<file path="config.mk">
export PLATFORM = sky130hd
export DESIGN_NAME = uart_rx_os_flat
export DESIGN_NICKNAME = d
export VERILOG_FILES = /design/src/rtl/uart_pkg.sv /design/src/rtl/uart_rx_os_if.sv /design/src/rtl/uart_rx_sync_vote.sv /design/src/rtl/uart_rx_os.sv /design/src/flat_wrapper.sv
export SDC_FILE = /design/constraint.sdc
export NUM_CORES = 1
export LEC_CHECK = 0
export CAP_MARGIN = 10
export CORE_MARGIN = 2
export CORE_UTILIZATION = 60
export DETAILED_ROUTE_END_ITERATION = 12
export GPL_TIMING_DRIVEN = 0
export PLACE_DENSITY = 0.83
export SYNTH_ARGS = -nofsm -noshare
export SYNTH_HDL_FRONTEND = slang
export SYNTH_SLANG_ARGS = --single-unit
export TNS_END_PERCENT = 1
</file>
<file path="constraint.sdc">
create_clock -name rx_clk -period 5.55 [get_ports rx_clk]
set_clock_uncertainty 0.15 [all_clocks]
set_input_delay 0.555 -clock rx_clk [delete_from_list [all_inputs] [get_ports rx_clk]]
set_output_delay 0.555 -clock rx_clk [all_outputs]
set_load 0.02 [all_outputs]
</file>
<file path="src/rtl/uart_pkg.sv">
// Shared constants, receiver state encoding and parity helper for the UART RX.
// Break detection is compiled in with UART_RX_BREAK_DET_EN.
package uart_pkg;

    localparam logic [1:0] PARITY_NONE = 2'd0;
    localparam logic [1:0] PARITY_ODD  = 2'd1;
    localparam logic [1:0] PARITY_EVEN = 2'd2;

    typedef logic [2:0] rx_state_t;

    localparam rx_state_t ST_IDLE   = 3'd0;
    localparam rx_state_t ST_START  = 3'd1;
    localparam rx_state_t ST_DATA   = 3'd2;
    localparam rx_state_t ST_PARITY = 3'd3;
    localparam rx_state_t ST_STOP   = 3'd4;
`ifdef UART_RX_BREAK_DET_EN
    localparam rx_state_t ST_BREAK  = 3'd5;
`endif

    // Expected parity bit for up to 9 data bits (zero-extended).
    function automatic logic parity_bit(
        input logic [8:0] data,
        input logic [1:0] mode
    );
        logic p;
        p = ^data;
        return (mode == PARITY_ODD) ? ~p : p;
    endfunction

endpackage

</file>
<file path="src/rtl/uart_rx_os_if.sv">
// Receive-side delivery bundle: holding register outputs, status pulses
// and the consumer's ready.
interface uart_rx_os_if #(
    parameter int DATA_WIDTH = 8
);

    logic [DATA_WIDTH-1:0] rx_data;
    logic                  rx_valid;
    logic                  rx_ready;
    logic                  parity_err;
    logic                  frame_err;
    logic                  overrun;
    logic                  rx_break;

    modport master (
        output rx_data,
        output rx_valid,
        output parity_err,
        output frame_err,
        output overrun,
        output rx_break,
        input  rx_ready
    );

    modport slave (
        input  rx_data,
        input  rx_valid,
        input  parity_err,
        input  frame_err,
        input  overrun,
        input  rx_break,
        output rx_ready
    );

endinterface

</file>
<file path="src/rtl/uart_rx_sync_vote.sv">
// Serial line synchroniser, falling-edge detect and 3-sample majority.
// All flops reset to the idle (high) line level.
module uart_rx_sync_vote
    import uart_pkg::*;
(
    input  logic clk,
    input  logic rst,
    input  logic data_in,
    output logic line,
    output logic fall,
    output logic vote
);

    logic s1;
    logic s2;
    logic prev;
    logic prev2;

    always_ff @(posedge clk) begin
        if (rst) begin
            s1    <= 1'b1;
            s2    <= 1'b1;
            prev  <= 1'b1;
            prev2 <= 1'b1;
        end else begin
            s1    <= data_in;
            s2    <= s1;
            prev  <= s2;
            prev2 <= prev;
        end
    end

    assign line = s2;
    assign fall = prev & ~s2;

    // Majority over the current and two previous synced samples.
    assign vote = (prev2 & prev) | (prev2 & s2) | (prev & s2);

endmodule

</file>
<file path="src/rtl/uart_rx_os.sv">
// Oversampling UART receiver with one-entry valid/ready holding register.
// Define UART_RX_BREAK_DET_EN to enable line-break detection (rx_break).
module uart_rx_os
    import uart_pkg::*;
#(
    parameter int DATA_WIDTH  = 8,
    parameter int OVERSAMPLE  = 16,
    parameter int PARITY_MODE = 0,
    parameter int STOP_WIDTH  = 1
) (
    input  logic         rx_clk,
    input  logic         rst,
    input  logic         data_in,
    uart_rx_os_if.master bus
);

    localparam int CW = $clog2(OVERSAMPLE);
    localparam int BW = $clog2(DATA_WIDTH + 1);

    localparam logic [CW-1:0] OS_LAST = CW'(OVERSAMPLE - 1);
    localparam logic [CW-1:0] VOTE_AT = CW'(OVERSAMPLE / 2 + 1);
    localparam logic [BW-1:0] BIT_LAST = BW'(DATA_WIDTH);
    localparam logic [BW-1:0] STOP_LAST = BW'(STOP_WIDTH - 1);
    localparam logic [1:0]    PMODE = 2'(PARITY_MODE);

    logic line;
    logic fall;
    logic vote;

    rx_state_t             state;
    logic [CW-1:0]         os_cnt;
    logic [BW-1:0]         bit_cnt;
    logic [DATA_WIDTH-1:0] shreg;
    logic                  par_err_q;
    logic                  ferr_q;

    logic                  vote_now;
    logic                  wrap;
    logic                  stop_vote;
    logic                  final_stop;
    logic                  brk_hit;
    logic                  done;
    logic                  load;

    logic [DATA_WIDTH-1:0] data_q;
    logic                  valid_q;
    logic                  perr_q;
    logic                  fout_q;
    logic                  ovr_q;

    uart_rx_sync_vote u_sync (
        .clk     (rx_clk),
        .rst     (rst),
        .data_in (data_in),
        .line    (line),
        .fall    (fall),
        .vote    (vote)
    );

    assign vote_now   = (os_cnt == VOTE_AT);
    assign wrap       = (os_cnt == OS_LAST);
    assign stop_vote  = (state == ST_STOP) && vote_now;
    assign final_stop = stop_vote && (bit_cnt == STOP_LAST);

`ifdef UART_RX_BREAK_DET_EN
    logic par_bit_q;
    logic brk_q;

    assign brk_hit = stop_vote && (bit_cnt == '0) && !vote &&
                     (shreg == '0) &&
                     ((PMODE == PARITY_NONE) || !par_bit_q);
`else
    logic line_unused;

    assign line_unused = line;
    assign brk_hit     = 1'b0;
`endif

    assign done = final_stop && !brk_hit;
    assign load = done && (!valid_q || bus.rx_ready);

    always_ff @(posedge rx_clk) begin
        if (rst) begin
            state     <= ST_IDLE;
            os_cnt    <= '0;
            bit_cnt   <= '0;
            shreg     <= '0;
            par_err_q <= 1'b0;
            ferr_q    <= 1'b0;
`ifdef UART_RX_BREAK_DET_EN
            par_bit_q <= 1'b0;
`endif
        end else begin
            os_cnt <= wrap ? '0 : os_cnt + 1'b1;
            case (state)
                ST_IDLE: begin
                    os_cnt <= fall ? CW'(1) : '0;
                    if (fall) state <= ST_START;
                end
                ST_START: begin
                    if (vote_now && vote) begin
                        state  <= ST_IDLE;
                        os_cnt <= '0;
                    end else if (wrap) begin
                        state     <= ST_DATA;
                        bit_cnt   <= '0;
                        par_err_q <= 1'b0;
                        ferr_q    <= 1'b0;
                    end
                end
                ST_DATA: begin
                    if (vote_now) begin
                        shreg   <= {vote, shreg[DATA_WIDTH-1:1]};
                        bit_cnt <= bit_cnt + 1'b1;
                    end
                    if (wrap && bit_cnt == BIT_LAST) begin
                        bit_cnt <= '0;
                        state   <= (PMODE != PARITY_NONE) ?
                                   ST_PARITY : ST_STOP;
                    end
                end
                ST_PARITY: begin
                    if (vote_now) begin
                        par_err_q <= vote !=
                            parity_bit(9'(shreg), PMODE);
`ifdef UART_RX_BREAK_DET_EN
                        par_bit_q <= vote;
`endif
                    end
                    if (wrap) state <= ST_STOP;
                end
                ST_STOP: begin
                    if (stop_vote && !vote) ferr_q <= 1'b1;
                    // Leave half a bit early so the next start edge is seen.
                    if (brk_hit) begin
`ifdef UART_RX_BREAK_DET_EN
                        state   <= ST_BREAK;
`endif
                        os_cnt  <= '0;
                        bit_cnt <= '0;
                    end else if (final_stop) begin
                        state   <= ST_IDLE;
                        os_cnt  <= '0;
                        bit_cnt <= '0;
                    end else if (stop_vote) begin
                        bit_cnt <= bit_cnt + 1'b1;
                    end
                end
`ifdef UART_RX_BREAK_DET_EN
                ST_BREAK: begin
                    os_cnt <= '0;
                    if (line) state <= ST_IDLE;
                end
`endif
                default: begin
                    state  <= ST_IDLE;
                    os_cnt <= '0;
                end
            endcase
        end
    end

    always_ff @(posedge rx_clk) begin
        if (rst) begin
            data_q  <= '0;
            valid_q <= 1'b0;
            perr_q  <= 1'b0;
            fout_q  <= 1'b0;
            ovr_q   <= 1'b0;
        end else begin
            ovr_q <= done && valid_q && !bus.rx_ready;
            if (load) begin
                data_q  <= shreg;
                perr_q  <= par_err_q;
                fout_q  <= ferr_q | ~vote;
                valid_q <= 1'b1;
            end else if (valid_q && bus.rx_ready) begin
                valid_q <= 1'b0;
            end
        end
    end

`ifdef UART_RX_BREAK_DET_EN
    always_ff @(posedge rx_clk) begin
        if (rst) brk_q <= 1'b0;
        else     brk_q <= brk_hit;
    end

    assign bus.rx_break = brk_q;
`else
    assign bus.rx_break = 1'b0;
`endif

    assign bus.rx_data    = data_q;
    assign bus.rx_valid   = valid_q;
    assign bus.parity_err = perr_q;
    assign bus.frame_err  = fout_q;
    assign bus.overrun    = ovr_q;

endmodule

</file>
<file path="src/flat_wrapper.sv">
// flat-port wrapper written by rule: the top's interface ports become plain ports
module uart_rx_os_flat import uart_pkg::*;
#(
    parameter int DATA_WIDTH  = 8,
    parameter int OVERSAMPLE  = 16,
    parameter int PARITY_MODE = 0,
    parameter int STOP_WIDTH  = 1
)
  (rx_clk, rst, data_in, bus_rx_data, bus_rx_valid, bus_parity_err, bus_frame_err, bus_overrun, bus_rx_break, bus_rx_ready);
  uart_rx_os_if #(.DATA_WIDTH(DATA_WIDTH)) bus_i ();
  input  logic rx_clk;
  input  logic rst;
  input  logic data_in;
  output wire logic [$bits(bus_i.rx_data)-1:0] bus_rx_data;
  output wire logic [$bits(bus_i.rx_valid)-1:0] bus_rx_valid;
  output wire logic [$bits(bus_i.parity_err)-1:0] bus_parity_err;
  output wire logic [$bits(bus_i.frame_err)-1:0] bus_frame_err;
  output wire logic [$bits(bus_i.overrun)-1:0] bus_overrun;
  output wire logic [$bits(bus_i.rx_break)-1:0] bus_rx_break;
  input wire logic [$bits(bus_i.rx_ready)-1:0] bus_rx_ready;
  assign bus_rx_data = bus_i.rx_data;
  assign bus_rx_valid = bus_i.rx_valid;
  assign bus_parity_err = bus_i.parity_err;
  assign bus_frame_err = bus_i.frame_err;
  assign bus_overrun = bus_i.overrun;
  assign bus_rx_break = bus_i.rx_break;
  assign bus_i.rx_ready = bus_rx_ready;
  uart_rx_os #(.DATA_WIDTH(DATA_WIDTH), .OVERSAMPLE(OVERSAMPLE), .PARITY_MODE(PARITY_MODE), .STOP_WIDTH(STOP_WIDTH)) u_core (.rx_clk(rx_clk), .rst(rst), .data_in(data_in), .bus(bus_i));
endmodule
</file>
==> results.yml <==
routing:
  wl_per_cell_um: 14.2
  drc: 0
  postRouteAntennaNets: 0
  drt_wl_total_um: 3500
  vias_per_cell: 5.70
  vias: 1403
  drtIter0Drc: 104
  drtPass1Iterations: 4
logic_synthesis:
  syn-mean-instance-area_sq_um: 9.00
  synth-seq-cells: 37
  ys.warnings.count: 0
  syn_inst: 192
  synth_cell_type_count: 44
  yosysMostFrequentCell: "dfxtp_1"
  synth_edf_count: 0
  ys_seq_area_frac: 0.429
  synth_area_leader_cell: "dfxtp_1"
  synth_nets: 200
  synth-async-reset-ratio: 0
  synth_area_leaders: "dfxtp_1, a21oi_1, mux2i_1, xnor2_1, nand3_1"
  synth_top_area_share: 0.429
  yosys-top-cells-count: "dfxtp_1, a21oi_1, nand3_1, nor2_1, nand2_1"
  synth_ff_type: "dfxtp_1"
  syn-cell-area_sq_um: 1730
placed_design:
  port_buffers: 15
  gp_congestion: 0.788
  hpwl_um: 2490
global_routing:
  grt.total_usage: 0.231
  grt_antenna_before_repair: 0
  grt_pass1_vias: 1266
  grt_max_degree: 14
  grt_overflow: 0
  grt_pass1_wl_um: 5880
cts:
  numCtsBuffers: 5
  clock_path_buffers: 2
  ctsResizeCount: 0
  postCtsHoldBufs: 0
  clkLatencyLatePin_ns: 0.35
  tritoncts: "done"
  clkTransAtPathRegs_ns: 0.12
  root_buffer: "clkbuf_4"
  htreeDepth: 2
  post_cts_buffers: 0
  clkSinkCount: 37
layout:
  postLayoutCoreUtil: 0.734
  antennaDiodeCount: 0
  multi_input_comb_area_sq_um: 908
  layout.nets: 222
  syn2layout_area_growth_pct: 17.1
  drive_gt1_frac: 0.121
  regArea_sq_um: 741
  fill_cells: 216
min_path:
  hold_class: "register to register"
  min_path_cells: 1
setup_path:
  crit_path_top_delay_cell: "or4b_1"
  crit_chain: "ha_1, nand3b_4, nor3_2, a211oi_2, or4b_1, a31oi_1"
  cp.required_ns: 5.68
  cp.buffers_inverters: 0
  crit_path_start_kind: "register"
  path_delay_family: "simple AND/OR/NAND/NOR gates"
  worstSetupPathDepth: 6
  endpoint_kind: "register"
  worstSetupPathType: "register to register"
  cp.arrival_ns: 2.34
  ff2ff_path_depth: 6
  critPathMaxStageDelay_ns: 0.52
  crit_path_max_fanout: 7
timing:
  clock.fmax_ghz: 0.452
  period_needed_ns: 2.21
  grt_setup_unrepaired: "false"
  min_period_over_period: 0.399
  finalSetupViolations: 0
  hold_viol: 0
  final_max_slew_viol_count: 0
  hold_slack_ns: 0.283
  setup_tns_ns: 0
floorplanning:
  initial_utilization: 0.627
  die_x_um: 57.7
  coreArea_sq_um: 2760
  std_cell_rows: 19
  dieArea_sq_um: 3330
  io_pins: 17
  fp.dieH_um: 57.7
power_and_ir_drop:
  static-leakage-power_nw: 0.768
  power_density_nw_per_um2: 259
  power.switching_w: 0.000109
  seq_power_share: 0.512
  combinationalPowerShare: 0.032
  peakVddDrop_mv: 0.299
  switching_share: 0.208
  intPower_w: 0.000416
  pwr-share-clk: 0.456
run:
  cap_violations: 0
outcome:
  run_status: "completed"
## path summary, 6_finish.rpt
kind | startpoint | end | slack (ns)
setup / recovery | u_core.os_cnt[0] | u_core.bit_cnt[3] | 3.34
hold / removal | u_core.u_sync.s1 | u_core.u_sync.line | 0.28
setup reg to reg | u_core.os_cnt[0] | u_core.bit_cnt[3] | 3.34
hold reg to reg | u_core.u_sync.s1 | u_core.u_sync.line | 0.28
## state kept, by name, summed over array words and instances, names as in the netlist, 3 cells and up
register and cells:
u_core.os_cnt 4, u_core.state 3, u_core.bus.rx_data 8, u_core.bit_cnt 4
u_core.shreg 8
## cell type report
type                    count  share of cell area
well taps                  31              0.0192
inverters                   7              0.0130
plain buffers              10              0.0260
multi-input cells         138               0.449
clock inverters             3              0.0340
flip-flops and latches     37               0.366
clock buffers               5              0.0186
repair buffers             15              0.0742
## power by group through the flow
stage / clock (W) / sequential [W] / combinational [W]
floorplan: 0 / 0.000274 / 0.0000114
global placement: 0 / 0.000274 / 0.0000162
detailed placement: 0 / 0.000275 / 0.0000167
CTS: 0.000241 / 0.000269 / 0.0000169
global route: 0.000251 / 0.000269 / 0.0000186
finish: 0.000239 / 0.000269 / 0.0000170
## worst reg2reg max path: cells and delay by family, from the launching register on
kind                       cells  cell delay [ns]
DFF                            1             0.43
and+or+nand+nor                3             0.98
AOI/OAI and AO/OA              2             0.32
adders and majority gates      1             0.24
## placed cells by master (no fill, tap or decap), drive strengths merged, types with 4 or more instances in the layout
cell type and n:
a21oi 19, buf 5, clkbuf 10, clkdlybuf4s50 15, dfxtp 37, ha 4, inv 8, mux2i 9
nand2 14, nand2b 5, nand3 16, nor2 16, nor2b 4, nor3 7, o21ai 6, or2 4
xnor2 10
## cells by family (layout without fill, tap and decap cells)
logic type      Yosys count  after routing  synth area share
flops                    37             37             0.429
compound gates           35             35             0.123
simple gates             78             78             0.263
other cells               1              1           0.00217
mux                       9              9            0.0521
buf+inv                  17             40            0.0456
fa+ha+maj                 5              5            0.0348
xor+xnor                 10             10            0.0507
## through the flow
| step | cells | setup slack [ns] | area, sq um | power (W) |
|---|---|---|---|---|
| after global placement | 238 | 3.30 | 1920 | 0.000291 |
| after global routing | 246 | 3.19 | 2020 | 0.000539 |
| after detailed placement | 238 | 3.28 | 1920 | 0.000291 |
| final | 246 | 3.34 | 2020 | 0.000525 |
| after CTS | 246 | 3.34 | 2020 | 0.000526 |
| after floorplan | 192 | 3.61 | 1730 | 0.000286 |
## routing by layer
layer | share of wire | up-vias | wire (um) | global-route usage
met5 | 0 | - | 0 | 0
li1 | - | 704 | - | -
met2 | 0.51 | 32 | 1800 | 0.399
met4 | 0.012 | 0 | 42 | 0.0698
met3 | 0.043 | 6 | 152 | 0.0603
met1 | 0.43 | 661 | 1510 | 0.283
Power figures use the tool's default switching activity.
